===== src/rtl/fetch_pkg.sv =====
// Shared definitions for the instruction-fetch sequencer: the halt
// marker, the sequencer states, the fault cause codes and the layout of
// one fetch buffer entry.
package fetch_pkg;

   localparam int INST_W = 32;

   // Fetching this word stops the sequencer until a redirect arrives
   localparam logic [INST_W-1:0] HALT_WORD = 32'hFFFF_FFFF;

   typedef enum logic [1:0] {
      ST_RUN   = 2'd0,
      ST_HALT  = 2'd1,
      ST_FAULT = 2'd2
   } fetch_state_t;

   typedef enum logic [1:0] {
      CAUSE_NONE     = 2'b00,
      CAUSE_MISALIGN = 2'b01,
      CAUSE_RANGE    = 2'b10
   } fault_cause_t;

   // One buffered instruction together with the address it came from
   typedef struct packed {
      logic [INST_W-1:0] pc;
      logic [INST_W-1:0] inst;
   } fetch_entry_t;

   // Counter increment that sticks at all-ones instead of wrapping
   function automatic logic [31:0] sat_inc(input logic [31:0] value);
      return (value == 32'hFFFF_FFFF) ? value : value + 32'd1;
   endfunction

endpackage


===== src/rtl/fetch_fifo.sv =====
// Small circular buffer holding fetched {pc, inst} entries between the
// fetch sequencer and decode. A flush empties the buffer but still lets a
// same-cycle pop complete, and a push into a full buffer is accepted when
// a pop frees the head slot in the same cycle.
module fetch_fifo
   import fetch_pkg::*;
#(
   parameter int DEPTH = 2
) (
   input  logic         clk,
   input  logic         rst,
   input  logic         push,
   input  logic         pop,
   input  logic         flush,
   input  fetch_entry_t wr_entry,
   output fetch_entry_t head,
   output logic         full,
   output logic         empty
);

   localparam int PW = $clog2(DEPTH);
   localparam int CW = PW + 1;

   logic [PW-1:0] rd_ptr;
   logic [PW-1:0] wr_ptr;
   logic [CW-1:0] count;
   logic          do_push;
   logic          do_pop;
   fetch_entry_t  store [DEPTH];

   assign full    = (count == CW'(DEPTH));
   assign empty   = (count == '0);
   assign do_pop  = pop && !empty;
   assign do_push = push && !flush && (!full || do_pop);

   // The head is forced to zero when empty so stale entries never leak out
   assign head = empty ? '0 : store[rd_ptr];

   // Pointer and occupancy bookkeeping; a flush realigns the write pointer
   // onto the (possibly advanced) read pointer
   always_ff @(posedge clk or posedge rst) begin
      if (rst) begin
         rd_ptr <= '0;
         wr_ptr <= '0;
         count  <= '0;
      end else if (flush) begin
         rd_ptr <= rd_ptr + PW'(do_pop);
         wr_ptr <= rd_ptr + PW'(do_pop);
         count  <= '0;
      end else begin
         if (do_push) begin
            wr_ptr <= wr_ptr + PW'(1);
         end
         if (do_pop) begin
            rd_ptr <= rd_ptr + PW'(1);
         end
         if (do_push && !do_pop) begin
            count <= count + CW'(1);
         end else if (do_pop && !do_push) begin
            count <= count - CW'(1);
         end
      end
   end

   // Entry storage needs no reset because the head is gated by empty
   always_ff @(posedge clk) begin
      if (do_push) begin
         store[wr_ptr] <= wr_entry;
      end
   end

endmodule


===== src/rtl/fetch_ctrl.sv =====
// Instruction-fetch sequencer. Owns the fetch PC, reads one big-endian
// word per cycle from a combinational instruction memory, buffers it in
// fetch_fifo and offers it to decode through a valid/ready handshake.
// Redirects, halt words and misaligned/out-of-range fetches are handled
// here. Defining FETCH_PERF_EN adds saturating fetch/stall/flush counters.
module fetch_ctrl
   import fetch_pkg::*;
#(
   parameter int          MEM_BYTES  = 256,
   parameter logic [31:0] RESET_PC   = 32'h0000_0000,
   parameter int          FIFO_DEPTH = 2
) (
   input  logic        clk,
   input  logic        rst,
   output logic [31:0] imem_addr,
   input  logic [31:0] imem_data,
   input  logic        redirect_valid,
   input  logic [31:0] redirect_pc,
   output logic        inst_valid,
   output logic [31:0] inst_data,
   output logic [31:0] inst_pc,
   input  logic        inst_ready,
   output logic        halt,
   output logic        fault,
   output logic [1:0]  fault_cause
`ifdef FETCH_PERF_EN
   ,
   output logic [31:0] perf_fetched,
   output logic [31:0] perf_stall,
   output logic [31:0] perf_flush
`endif
);

   // Highest PC from which a whole word still lies inside the memory
   localparam logic [31:0] LAST_PC = 32'(MEM_BYTES - 4);

   fetch_state_t state_q;
   fetch_state_t state_d;
   fault_cause_t cause_q;
   fault_cause_t cause_d;
   logic [31:0]  fpc_q;
   logic [31:0]  fpc_d;
   logic         push;
   logic         pop;
   logic         flush;
   logic         misaligned;
   logic         out_of_range;
   logic         is_halt;
   logic         fifo_full;
   logic         fifo_empty;
   fetch_entry_t head;
   fetch_entry_t new_entry;

   assign imem_addr    = fpc_q;
   assign misaligned   = (fpc_q[1:0] != 2'b00);
   assign out_of_range = (fpc_q > LAST_PC);
   assign is_halt      = (imem_data == HALT_WORD);
   assign pop          = inst_valid && inst_ready;
   assign new_entry    = '{pc: fpc_q, inst: imem_data};

   assign inst_valid  = !fifo_empty;
   assign inst_data   = head.inst;
   assign inst_pc     = head.pc;
   assign halt        = (state_q == ST_HALT) && fifo_empty;
   assign fault       = (state_q == ST_FAULT) && fifo_empty;
   assign fault_cause = cause_q;

   fetch_fifo #(
      .DEPTH(FIFO_DEPTH)
   ) u_fifo (
      .clk     (clk),
      .rst     (rst),
      .push    (push),
      .pop     (pop),
      .flush   (flush),
      .wr_entry(new_entry),
      .head    (head),
      .full    (fifo_full),
      .empty   (fifo_empty)
   );

   // Sequencer state, fetch PC and latched fault cause
   always_ff @(posedge clk or posedge rst) begin
      if (rst) begin
         state_q <= ST_RUN;
         fpc_q   <= RESET_PC;
         cause_q <= CAUSE_NONE;
      end else begin
         state_q <= state_d;
         fpc_q   <= fpc_d;
         cause_q <= cause_d;
      end
   end

   // Redirect beats everything; otherwise RUN checks alignment, range and
   // the halt marker before pushing the word and advancing the PC
   always_comb begin
      state_d = state_q;
      fpc_d   = fpc_q;
      cause_d = cause_q;
      push    = 1'b0;
      flush   = 1'b0;
      if (redirect_valid) begin
         state_d = ST_RUN;
         fpc_d   = redirect_pc;
         cause_d = CAUSE_NONE;
         flush   = 1'b1;
      end else begin
         case (state_q)
            ST_RUN: begin
               if (misaligned) begin
                  state_d = ST_FAULT;
                  cause_d = CAUSE_MISALIGN;
               end else if (out_of_range) begin
                  state_d = ST_FAULT;
                  cause_d = CAUSE_RANGE;
               end else if (is_halt) begin
                  state_d = ST_HALT;
               end else if (!fifo_full || pop) begin
                  push  = 1'b1;
                  fpc_d = fpc_q + 32'd4;
               end
            end
            default: begin
            end
         endcase
      end
   end

`ifdef FETCH_PERF_EN
   logic stall_evt;

   assign stall_evt = (state_q == ST_RUN) && !redirect_valid && !misaligned &&
                      !out_of_range && !is_halt && fifo_full && !pop;

   // Saturating event counters for pushes, back-pressure stalls and flushes
   always_ff @(posedge clk or posedge rst) begin
      if (rst) begin
         perf_fetched <= '0;
         perf_stall   <= '0;
         perf_flush   <= '0;
      end else begin
         if (push) begin
            perf_fetched <= sat_inc(perf_fetched);
         end
         if (stall_evt) begin
            perf_stall <= sat_inc(perf_stall);
         end
         if (redirect_valid) begin
            perf_flush <= sat_inc(perf_flush);
         end
      end
   end
`endif

endmodule


===== config.mk =====
export PLATFORM = sky130hd
export DESIGN_NAME = fetch_ctrl
export DESIGN_NICKNAME = d
export VERILOG_FILES = /design/src/rtl/fetch_pkg.sv /design/src/rtl/fetch_fifo.sv /design/src/rtl/fetch_ctrl.sv
export SDC_FILE = /design/constraint.sdc
export NUM_CORES = 1
export LEC_CHECK = 0
export BUFFER_PORTS_ARGS = -buffer_cell sky130_fd_sc_hd__buf_4
export CAP_MARGIN = 20
export CORE_MARGIN = 4
export CORE_UTILIZATION = 59
export CTS_BUF_LIST = sky130_fd_sc_hd__clkbuf_8
export CTS_CLUSTER_DIAMETER = 60
export DETAILED_ROUTE_END_ITERATION = 12
export GPL_ROUTABILITY_DRIVEN = 0
export PLACE_DENSITY = 0.95
export SYNTH_ARGS = -nofsm -noshare
export SYNTH_HDL_FRONTEND = slang
export SYNTH_SLANG_ARGS = --single-unit

===== constraint.sdc =====
create_clock -name clk -period 14.2 [get_ports clk]
set_input_delay 0 -clock clk [delete_from_list [all_inputs] [get_ports clk]]
set_output_delay 0 -clock clk [all_outputs]
set_load 0.01 [all_outputs]

# After elaboration in Yosys (flattened, before gate mapping)
# Memories as Yosys holds them, arrays and structs flattened.
# Cells that the tools add are included.
[op_classes]
order_cmp = 1
reduce_logical = 28
n_addsub = 6
n_eq_ne = 7
mux = 32
[ops]
columns = ["cell", "n"]
rows = [
  ["32-bit 2-to-1 mux", 6],
  ["64-bit 2-to-1 mux", 1],
  ["32-bit by 3-bit adder with 32-bit output (second input constant)", 1],
  ["32-bit equality test (second input constant)", 1],
  ["32-bit by 8-bit greater-than comparator with 1-bit output (second input constant)", 1],
  ["2-bit 2-to-1 mux", 12],
  ["1-bit 2-to-1 mux", 13],
  ["2-bit nonzero test", 5],
  ["1-bit logical AND", 8],
  ["2-bit != test (second input constant)", 3],
  ["3-bit nonzero test", 2],
  ["1-bit logical NOT", 5],
  ["5-bit AND reduction", 1],
  ["2-bit equality test (second input constant)", 2],
  ["2-bit logical NOT", 2],
  ["2-bit AND reduction", 2],
  ["4-bit nonzero test", 1],
  ["1-bit adder (second input constant)", 2],
  ["2-bit by 1-bit adder with 2-bit output (second input constant)", 1],
  ["2-bit by 1-bit equality test with 1-bit output (second input constant)", 1],
  ["1-bit logical OR", 2],
  ["2-bit by 1-bit subtractor with 2-bit output (second input constant)", 1],
  ["1-bit adder", 1],
]
[totals]
regBits = 40
ram_bits = 128
in_bits = 68
elab_cells = 81
mem_count = 1
[mem_list]
columns = ["memory", "words", "width", "rd", "rd_clocked_by_memory_dff", "write_ports", "line", "text"]
rows = [
  ["u_fifo.store", 2, 64, 1, 0, 1, "fetch_fifo.sv:29", "fetch_entry_t store [DEPTH];"],
]

# Depth between registers and ports, before layout
# Gate-level depths: netlist of run 1.
[logic_depth]
word_depth = 17
mapped_depth = 6

# Hierarchy
# A second synthesis of run 1 with hierarchy kept.
[hier_totals]
hier_cells = 440
hier_area_um2 = 6842.8
[by_module_without_submodules]
columns = ["module", "n_inst", "area_each_um2", "cells_each", "seq_area_each_um2"]
rows = [
  ["fetch_fifo", 1, 5122.4, 297, 3943.8],
  ["fetch_ctrl", 1, 1720.4, 143, 900.9],
]

# Worst setup path before layout of run 1
# Ideal clock, no wire load.
[synth_timing]
path_type = "flip-flop to flip-flop"
from = "reg fpc_q[22] (netlist: imem_addr[22])"
to = "mem u_fifo.store[1][0] (netlist bit) (enable)"
setup_slack_ps = 7678
n_path_buf = 0
arrival_time_ps = 5944
setup_ps = 578
period_less_slack_ps = 6522
t_required_ps = 13622
path_stages_with_launch = 6
cell_sequence = "dfrtp_1 > nor4_1 > nand4_1 > nor2_4 > nand3_4 > nor3b_1"
[synth_between]
elab_chain_len = 9
[synth_lines]
columns = ["element", "line", "text"]
rows = [
  ["start: declaration", "fetch_ctrl.sv:41", "logic [31:0] fpc_q;"],
  ["start signal: assignment", "fetch_ctrl.sv:90", "fpc_q <= fpc_d;"],
  ["32-bit by 8-bit greater-than comparator with 1-bit output", "fetch_ctrl.sv:56", "assign out_of_range = (fpc_q > LAST_PC);"],
  ["1-bit 2-to-1 mux", "fetch_ctrl.sv:114", "end else if (out_of_range) begin"],
  ["1-bit 2-to-1 mux", "fetch_ctrl.sv:111", "if (misaligned) begin"],
  ["1-bit 2-to-1 mux", "fetch_ctrl.sv:109", "case (state_q)"],
  ["1-bit 2-to-1 mux", "fetch_ctrl.sv:103", "if (redirect_valid) begin"],
  ["1-bit logical AND (2 in series)", "fetch_fifo.sv:34", "assign do_push = push && !flush && (!full || do_pop);"],
  ["1-bit 2-to-1 mux", "fetch_fifo.sv:67", "if (do_push) begin"],
  ["1-bit 2-to-1 mux (implied by the code)", "fetch_fifo.sv:68", "store[wr_ptr] <= wr_entry;"],
  ["end: declaration", "fetch_fifo.sv:29", ""],
]
# Every way passes these cells.

# Worst setup path after layout of run 1
[layout_timing]
from = "reg fpc_q[31] (netlist: imem_addr[31])"
to = "mem u_fifo.store[1][58] (netlist bit) (enable)"
# The elaborated chain is that of the path after synthesis.

==> out/results.ini, run 1 <==
[floorplan]
pin_count=169
num_rows=38
core-area_mm2=0.0109
start_util_pct=60.8
die_w_um=114
die_area_mm2=0.0130
die_h_um=114

[setup_path]
critPathMaxFanout=39
slowest_stage=nor4_1
endpoint_kind=flip-flop
cp_cell_sequence=nor4_1 > nand4_1 > nor2_4 > nand3_4 > nor3b_2 > buf_4
r2r-start=imem_addr[31]$_DFFE_PP0P_
r2r_cells=6
critPathBufInv=1
r2r_end=u_fifo.store[1][58]$_DFFE_PP_
cp.required_ns=14.28
cpLargestDelayFamily=simple AND/OR/NAND/NOR gates
startpoint_type=flip-flop
max_stage_delay_ns=0.47
cp_data_arrival_time_ns=2.77
r2r_slack_ns=11.51
path_class=reg2reg
worst-path-stages=6

[pwr]
power.share.clock_pct=34.7
vdd_ir_drop_max_mv=0.0869
combPwrFrac_pct=7.9
leakagePower_uw=0.00349
power_switching_uw=210
internal_power_uw=758
power_frac_seq_pct=57.3
swShare_pct=21.7
power_density_mw_per_mm2=106

[route]
routed_wl_mm=16.5
vias=4545
drtPass1Iterations=5
via_per_inst=5.54
drc=0
ant_nets=0
drtIter0Drc=320
wl_per_cell_um=20.0

[grt]
grt_use_met2_pct=44.7
grt_pass1_vias=4811
use_met3_pct=8.88
grt_use_met1_pct=31.3
grt_max_degree=66
globalRouteTotalUtil_pct=26.2
grt_pass1_wl_mm=25.6
busiest_layer=met2
grt_antenna_before_repair=0
overflow=0

[timing]
hold_viol=0
setup_viol=0
skew_ns=0.0117
timing.slew.headroom_pct=59.4
slew_violations=0
clock.fmax_ghz=0.372
worst_pin_slew_ns=0.603
period_needed_ns=2.69
setup_tns_ns=0
rsz0062_at_grt=false
period_share_pct=18.9
holdWs_ns=0.0580

[clock_tree]
clock_path_buffers=2
cts-htree-levels=4
cts-root-buf=clkbuf_8
numCtsBuffers=17
clock-sinks=168
cts_tree=built
ctsResizeCount=0
clk_latency_ns=0.45
clkTransAtPathRegs_ns=0.08

[worst_hold_path]
hold_depth=2
hp-start=redirect_valid
hold_class=in2reg
whs_endpoint=state_q[1]$_DFFE_PP0P_

[layout]
fin_area_mm2=0.00916
antenna_cells=0
fin_nets=737
fillCellCount=551
syn_to_final_growth_pct=37.7
final_cells=821
drive_above_1_share_pct=35.1
fin_util_pct=83.8

[synthesis]
synthArstFlopShare_pct=23.8
synth_top_area_share_pct=57.8
dominantRegCellSynth=edfxtp_1
syn-cell-area_mm2=0.00665
synthTopCellsByArea=edfxtp_1 (58%), dfrtp_1 (15%), mux2i_1 (9.6%)
ys_seq_elements=168
yosysSeqAreaShare_pct=72.8
postSynthAreaPerCell_um2=15.6
synth.largest_area_cell=edfxtp_1
ys.warnings.count=0
synth_cells=427
synth.net_count=496
synth-edff-count=128
yosys.cell_types.count=37

[run_status]
status=completed

[run]
max-cap-violations=0

[place]
io_buffers=168
hpwl_mm=9.82
place_inst=722
dpl_cell_area_mm2=0.00808

-- per-layer routing --
layer  wire, um  vias to the layer above
met1       6140                     2239
met5          0                        -
met2       8440                      194
met4        481                        0
li1           -                     2071
met3       1390                       41
-- layout by cell type, fill, tap and decap left out, types with 2 or more instances in the layout --
cell	count
a21oi_1	3
buf_4	174
bufinv_16	3
clkbuf_8	17
clkinv_1	4
clkinvlp_4	3
dfrtp_1	39
dlygate4sd3_1	66
edfxtp_1	128
inv_1	4
inv_6	2
mux2_2	27
mux2i_1	64
nand2_1	11
nand3_1	2
nand4_1	12
nor2_1	72
nor2_4	2
nor2b_1	2
nor3_1	3
nor3b_1	2
nor4_1	7
o21ai_0	6
o21bai_1	2
xor2_1	5
-- layout make-up --
cell class,count,area (um^2),area share [%]
clock buffer,17,234,2.55
clock inverter,15,161,1.76
inverter,2,7.51,0.0820
multi-input combinational,238,1740,19.0
sequential,168,4850,52.9
tap,140,175,1.91
timing repair buffer,241,1990,21.8
-- worst max path at each step --
stage                                    end  slack (ns)                       from
6_report       u_fifo.store[1][58]$_DFFE_PP_       11.51  imem_addr[31]$_DFFE_PP0P_
5_1_grt        u_fifo.store[1][58]$_DFFE_PP_       11.40  imem_addr[30]$_DFFE_PP0P_
4_1_cts        u_fifo.store[1][21]$_DFFE_PP_       11.62  imem_addr[16]$_DFFE_PP0P_
3_5_place_dp   u_fifo.store[0][19]$_DFFE_PP_       11.66  imem_addr[16]$_DFFE_PP0P_
3_3_place_gp   u_fifo.store[1][20]$_DFFE_PP_       11.75  imem_addr[27]$_DFFE_PP0P_
2_1_floorplan   u_fifo.store[1][0]$_DFFE_PP_        7.68  imem_addr[22]$_DFFE_PP0P_
-- power by group through the flow --
stage / logic [uW] / registers, uW / clock network [uW]
global placement: 59.8 / 563 / 0
detailed placement: 60.9 / 565 / 0
floorplan: 17.8 / 567 / 0
global route: 82.7 / 557 / 369
CTS: 76.0 / 555 / 339
finish: 77.0 / 555 / 336
-- Yosys cell counts, types with 5 or more instances --
| master | count |
|---|---|
| edfxtp_1 | 128 |
| nor2_1 | 73 |
| mux2i_1 | 64 |
| dfrtp_1 | 40 |
| mux2_2 | 27 |
| nand4_1 | 12 |
| nand2_1 | 11 |
| clkbuf_1 | 10 |
| nor4_1 | 7 |
| buf_2 | 6 |
| o21ai_0 | 6 |
| xor2_1 | 5 |
-- flip-flops by register name, indices dropped and copies added (netlist names) --
register / cells
fault_cause: 2
imem_addr: 32
state_q: 2
u_fifo.count: 2
u_fifo.rd_ptr: 1
u_fifo.store: 128
u_fifo.wr_ptr: 1
-- logic make-up (layout without fill, tap and decap cells) --
kind of cell	count (synthesis)	count (layout)	synth area share, %
flip-flops	168	168	72.8
AND/OR/NAND/NOR	122	122	8.69
multiplexers	92	92	14.4
buffers and inverters	21	275	1.30
AO/OA/AOI/OAI	17	17	1.77
XOR/XNOR	6	6	0.790
adder cells (fa/ha/maj)	1	1	0.188
-- timing repair --
item | 4_1_cts | 5_1_grt
hold buffers | 66 | 0
hold endpoints to repair | 139 | 0
setup buffers | 0 | 0
-- stage by stage --
stage	power, uW	setup WS (ns)
after global placement	623	11.75
after global routing	1010	11.40
after floorplan	584	7.68
after detailed placement	626	11.66
final	969	11.51
after CTS	970	11.62
(Power assumes the default switching activity.)
==> run 2: changes to the inputs <==
--- a/config.mk
+++ b/config.mk
@@ -8,12 +8,12 @@
 export BUFFER_PORTS_ARGS = -buffer_cell sky130_fd_sc_hd__buf_4
 export CAP_MARGIN = 20
 export CORE_MARGIN = 4
-export CORE_UTILIZATION = 59
+export CORE_UTILIZATION = 49
 export CTS_BUF_LIST = sky130_fd_sc_hd__clkbuf_8
 export CTS_CLUSTER_DIAMETER = 60
 export DETAILED_ROUTE_END_ITERATION = 12
 export GPL_ROUTABILITY_DRIVEN = 0
-export PLACE_DENSITY = 0.95
+export PLACE_DENSITY = 0.88
 export SYNTH_ARGS = -nofsm -noshare
 export SYNTH_HDL_FRONTEND = slang
 export SYNTH_SLANG_ARGS = --single-unit
==> constraint.sdc (replaced) <==
create_clock -name clk -period 2.2 [get_ports clk]
set_input_delay 0 -clock clk [delete_from_list [all_inputs] [get_ports clk]]
set_output_delay 0 -clock clk [all_outputs]
set_load 0.01 [all_outputs]
==> run 2 against run 1 <==
Net effect: clock skew is 0.0042 ns higher; sequential power increased to 6.5 times the previous value; combinational power increased to 7.3 times the previous value; cell count increased by 7.9%; total power increased to 6.8 times the previous value; routed wire length up 3.1%; hold slack improved by 0.092 ns; maximum frequency is 22% higher; register-to-register slack got worse by 12 ns; flip-flop and latch count did not move; largest cell class unchanged; highest routed layer unchanged.
==> out/results.ini, run 2 (synthesis gave the netlist of run 1 again) <==
[run_status]
status=completed

[clock_tree]
clk_latency_ns=0.47
cts_tree=built
clock_path_buffers=2
numCtsBuffers=17
clock-sinks=168
cts-root-buf=clkbuf_8
clkTransAtPathRegs_ns=0.09
cts-htree-levels=4

[setup_path]
startpoint_type=flip-flop
cpLargestDelayFamily=simple AND/OR/NAND/NOR gates
critPathMaxFanout=6
path_class=reg2reg
critPathBufInv=2
cp_data_arrival_time_ns=2.38
cp_cell_sequence=nor4_2 > nand3_1 > nor2_4 > nand3_4 > nor3b_4 > buf_12 > clkbuf_16
max_stage_delay_ns=0.46
slowest_stage=dfrtp_2
endpoint_kind=flip-flop
cp.required_ns=2.38

[grt]
grt_max_degree=65
grt_pass1_wl_mm=26.0
globalRouteTotalUtil_pct=21.5
grt_antenna_before_repair=0
overflow=0
grt_pass1_vias=4945

[timing]
period_share_pct=99.9
worst_pin_slew_ns=0.780
clock.fmax_ghz=0.455
setup_viol=0
slew_violations=0
period_needed_ns=2.20
setup_tns_ns=0
hold_viol=0
skew_ns=0.0159
layout_setup_ws_ns=0.00184
timing.slew.headroom_pct=47.7

[route]
drtPass1Iterations=4
wl_per_cell_um=19.1
ant_nets=0
vias=4651
drtIter0Drc=324
via_per_inst=5.25
drc=0
routed_wl_mm=17.0

[layout]
fillCellCount=818
antenna_cells=0
fin_nets=766
drive_above_1_share_pct=39.0
fin_area_mm2=0.00964
fin_util_pct=72.8
largest_reg_flops=128
syn_to_final_growth_pct=45.0
layout_common_cells=buf_4 (193), edfxtp_1 (128), nor2_1 (72)
final_common_cell=buf_4
final_cells=886
regMostFlops=u_fifo.store

[place]
dpl_worst_slack_ns=-0.103
hpwl_mm=10.2
io_buffers=168
place_inst=775
dpl_cell_area_mm2=0.00831

[worst_hold_path]
hold_class=in2async

[pwr]
vdd_ir_drop_max_mv=0.582
leakagePower_uw=0.00369
power_density_mw_per_mm2=678

[floorplan]
core-area_mm2=0.0132
start_util_pct=50.2
die_h_um=125
die_w_um=125
pin_count=169
num_rows=42
die_area_mm2=0.0155

[run]
max-cap-violations=0

## run 2: changes by cell type in the layout (fill, tap and decap cells not counted), moves of 2 or more
cell / change
buf_12: +4
buf_4: +19
buf_6: +2
bufinv_16: +2
clkbuf_16: +2
dfrtp_1: -3
dfrtp_2: +3
inv_6: -2
nor4_1: -5
nor4_2: +4
## run 2: metrics by stage
stage / total power, uW / hold slack [ns]
after floorplan: 3770 / 0.0989
final: 6540 / 0.150
after global routing: 6750 / 0.180
after global placement: 4060 / 0.0672
after CTS: 6540 / 0.140
after detailed placement: 4080 / 0.0843
## run 2: per-layer routing
layer / part of all wire [%] / vias to the layer above / track usage [%]
li1: - / 2134 / -
met1: 39 / 2286 / 25.6
met2: 52 / 210 / 37.0
met3: 7.8 / 21 / 7.63
met4: 1.1 / 0 / 6.19
met5: 0 / - / 0
## run 2: power by group
| group | leakage (uW) | switching, uW | internal (uW) |
|---|---|---|---|
| Clock | 0.000219 | 1060 | 1330 |
| Sequential | 0.00163 | 85.5 | 3490 |
| Combinational | 0.00184 | 227 | 338 |
## run 2: worst paths after layout
path / cells past startpoint / to / start / slack (ns)
min in group clk: 2 / u_fifo.store[0][31]$_DFFE_PP_ / imem_data[31] / 0.28
setup / recovery: 7 / u_fifo.store[1][55]$_DFFE_PP_ / imem_addr[21]$_DFFE_PP0P_ / 0.002
hold / removal: 3 / imem_addr[31]$_DFFE_PP0P_ / rst / 0.15
max in group asynchronous: 4 / u_fifo.rd_ptr$_DFFE_PP0P_ / rst / 1.34
setup reg to reg: 7 / u_fifo.store[1][55]$_DFFE_PP_ / imem_addr[21]$_DFFE_PP0P_ / 0.002
hold reg to reg: 0 / u_fifo.store[0][51]$_DFFE_PP_ / imem_addr[19]$_DFFE_PP0P_ / 0.51
## run 2: cell type report
cell class,count,area [um^2],share of cell area (%)
inverter,2,7.51,0.0779
sequential,168,4850,50.3
clock inverter,15,210,2.18
clock buffer,17,234,2.43
multi-input combinational,238,1790,18.6
tap,176,220,2.28
timing repair buffer,270,2330,24.1
## run 2: timing repair
action,CTS,global route
resized for setup,4,7
hold buffers,67,0
endpoints found under the setup margin,128,128
pin swaps,4,5
gates cloned,1,4
endpoints found under the hold margin,120,0
buffers inserted,1,6
## run 2: worst register-to-register path, cell delays in order (launching register included)
cell and delay (ns):
dfrtp_2 0.46, nor4_2 0.33, nand3_1 0.21, nor2_4 0.16
nand3_4 0.13, nor3b_4 0.27, buf_12 0.19, clkbuf_16 0.16
==> run 3: changes to the inputs <==
--- a/config.mk
+++ b/config.mk
@@ -7,13 +7,15 @@
 export LEC_CHECK = 0
 export BUFFER_PORTS_ARGS = -buffer_cell sky130_fd_sc_hd__buf_4
 export CAP_MARGIN = 20
+export CORE_ASPECT_RATIO = 0.9
 export CORE_MARGIN = 4
 export CORE_UTILIZATION = 49
-export CTS_BUF_LIST = sky130_fd_sc_hd__clkbuf_8
+export CTS_BUF_LIST = sky130_fd_sc_hd__clkbuf_2
 export CTS_CLUSTER_DIAMETER = 60
 export DETAILED_ROUTE_END_ITERATION = 12
 export GPL_ROUTABILITY_DRIVEN = 0
 export PLACE_DENSITY = 0.88
+export SKIP_LAST_GASP = 1
 export SYNTH_ARGS = -nofsm -noshare
 export SYNTH_HDL_FRONTEND = slang
 export SYNTH_SLANG_ARGS = --single-unit
==> run 3 against run 2 <==
Net effect: sequential share of layout area fell by 3.8 points; cell count grew 10%; maximum frequency about the same; final area rose by 8.1%; hold slack worse by 0.0056 ns; sequential power about the same; clock skew increased by 0.033 ns; largest cell class unchanged; utilization rose by 5.5 points; flip-flop and latch count did not move; via count rose by 11%.
==> out/results.ini, run 3 (synthesis gave the netlist of run 1 again) <==
[run_status]
status=completed

[timing]
hold_viol=0
holdWs_ns=0.144
clock.fmax_ghz=0.455
worst_pin_slew_ns=0.622
setup_viol=0
layout_setup_ws_ns=0.00220
slew_violations=0
rsz0062_at_grt=true
skew_ns=0.0488
period_needed_ns=2.20
period_share_pct=99.9
timing.slew.headroom_pct=58.5

[setup_path]
critPathMaxFanout=10
startpoint_type=flip-flop
endpoint_kind=flip-flop
crit_start=imem_addr[10]$_DFFE_PP0P_
r2r_cells=7
cp_data_arrival_time_ns=2.68
cp.required_ns=2.68
path_class=reg2reg
r2r-start=imem_addr[10]$_DFFE_PP0P_

[layout]
fin_area_mm2=0.0104
regMostFlops=u_fifo.store
fin_nets=864
syn_to_final_growth_pct=56.7
layout_common_cells=buf_4 (194), dlygate4sd3_1 (160), edfxtp_1 (128)
drive_above_1_share_pct=35.4
fin_util_pct=78.3
final_cells=977
final_common_cell=buf_4
largest_reg_flops=128

[grt]
overflow=0
grt_pass1_wl_mm=29.0
grt_pass1_vias=5485
globalRouteTotalUtil_pct=25.0
grt_antenna_before_repair=1
grt_max_degree=48

[pwr]
combPwrFrac_pct=12.4
leakagePower_uw=0.00404
internal_power_uw=4610
power_density_mw_per_mm2=577
power_frac_seq_pct=59.8
power.share.clock_pct=27.8
power_switching_uw=1400
swShare_pct=23.3
vdd_ir_drop_max_mv=0.503

[route]
drc=0
via_per_inst=5.27
routed_wl_mm=19.9
drtIter0Drc=271
drtPass1Iterations=5
vias=5152
ant_nets=0
wl_per_cell_um=20.4

[floorplan]
die_area_mm2=0.0155
pin_count=169
core-area_mm2=0.0133
num_rows=40
die_h_um=119
start_util_pct=50.0
die_w_um=131

[clock_tree]
clk_latency_ns=0.78
numCtsBuffers=17
clkTransAtPathRegs_ns=0.24
cts_tree=built
clock-sinks=168
clock_path_buffers=2
cts-htree-levels=4
cts-root-buf=clkbuf_2

[place]
dpl_worst_slack_ns=0.0151
place_inst=768
io_buffers=168
hpwl_mm=10.3
dpl_cell_area_mm2=0.00830

[worst_hold_path]
hold_class=in2reg
hp-start=inst_ready
hold_depth=4

[run]
max-cap-violations=0

[run 3: worst paths after layout]
kind | to | slack [ns]
max | u_fifo.store[1][19]$_DFFE_PP_ | 0.002
min | u_fifo.rd_ptr$_DFFE_PP0P_ | 0.14
max reg2reg | u_fifo.store[1][19]$_DFFE_PP_ | 0.002
min reg2reg | fault_cause[0]$_DFFE_PP0P_ | 0.58
max in group asynchronous | u_fifo.rd_ptr$_DFFE_PP0P_ | 1.10
min in group asynchronous | imem_addr[24]$_DFFE_PP0P_ | 0.30
[run 3: final cells by class]
type                            count  area, um^2
Sequential cell                   168        4850
Timing Repair Buffer              368        3310
Fill cell                         717        2890
Multi-Input combinational cell    238        1800
Tap cell                          168         210
Clock inverter                     11         134
Clock buffer                       21         105
Inverter                            2        7.51
Antenna cell                        1        2.50
[run 3: repair_timing]
| action | CTS | global route |
|---|---|---|
| endpoints found under the hold margin | 144 | 0 |
| cloned | 0 | 6 |
| hold buffers | 160 | 0 |
| endpoints found under the setup margin | 90 | 144 |
| buffers inserted | 2 | 8 |
| gates resized for setup | 2 | 22 |
| pin swaps | 0 | 6 |
[run 3: power groups by stage]
stage,logic [uW],registers (uW),clock network (uW)
4_1_cts,693,3570,1650
2_1_floorplan,116,3660,0
6_report,746,3590,1670
3_3_place_gp,425,3630,0
5_1_grt,794,3600,1840
3_5_place_dp,438,3640,0
[run 3: through the flow]
step / power [uW] / TNS (ns)
floorplan: 3770 / -142.06
global placement: 4060 / 0
detailed placement: 4080 / 0
CTS: 5920 / -1.16
global route: 6240 / -3.24
finish: 6010 / 0
[run 3: routing by layer]
layer,share of wire (%),global-route usage [%],up-vias
li1,-,-,2336
met1,38,29.7,2515
met5,0,0,-
met2,51,42.1,252
met4,2.9,10.1,0
met3,7.7,7.41,49
[run 3: critical path: stages (launching register included)]
cell       delay [ns]
dfrtp_2          0.52
nor4_4           0.31
nand3_2          0.15
nor2_4           0.18
nand3_4          0.12
nor3b_4          0.27
buf_4            0.19
clkbuf_16        0.16
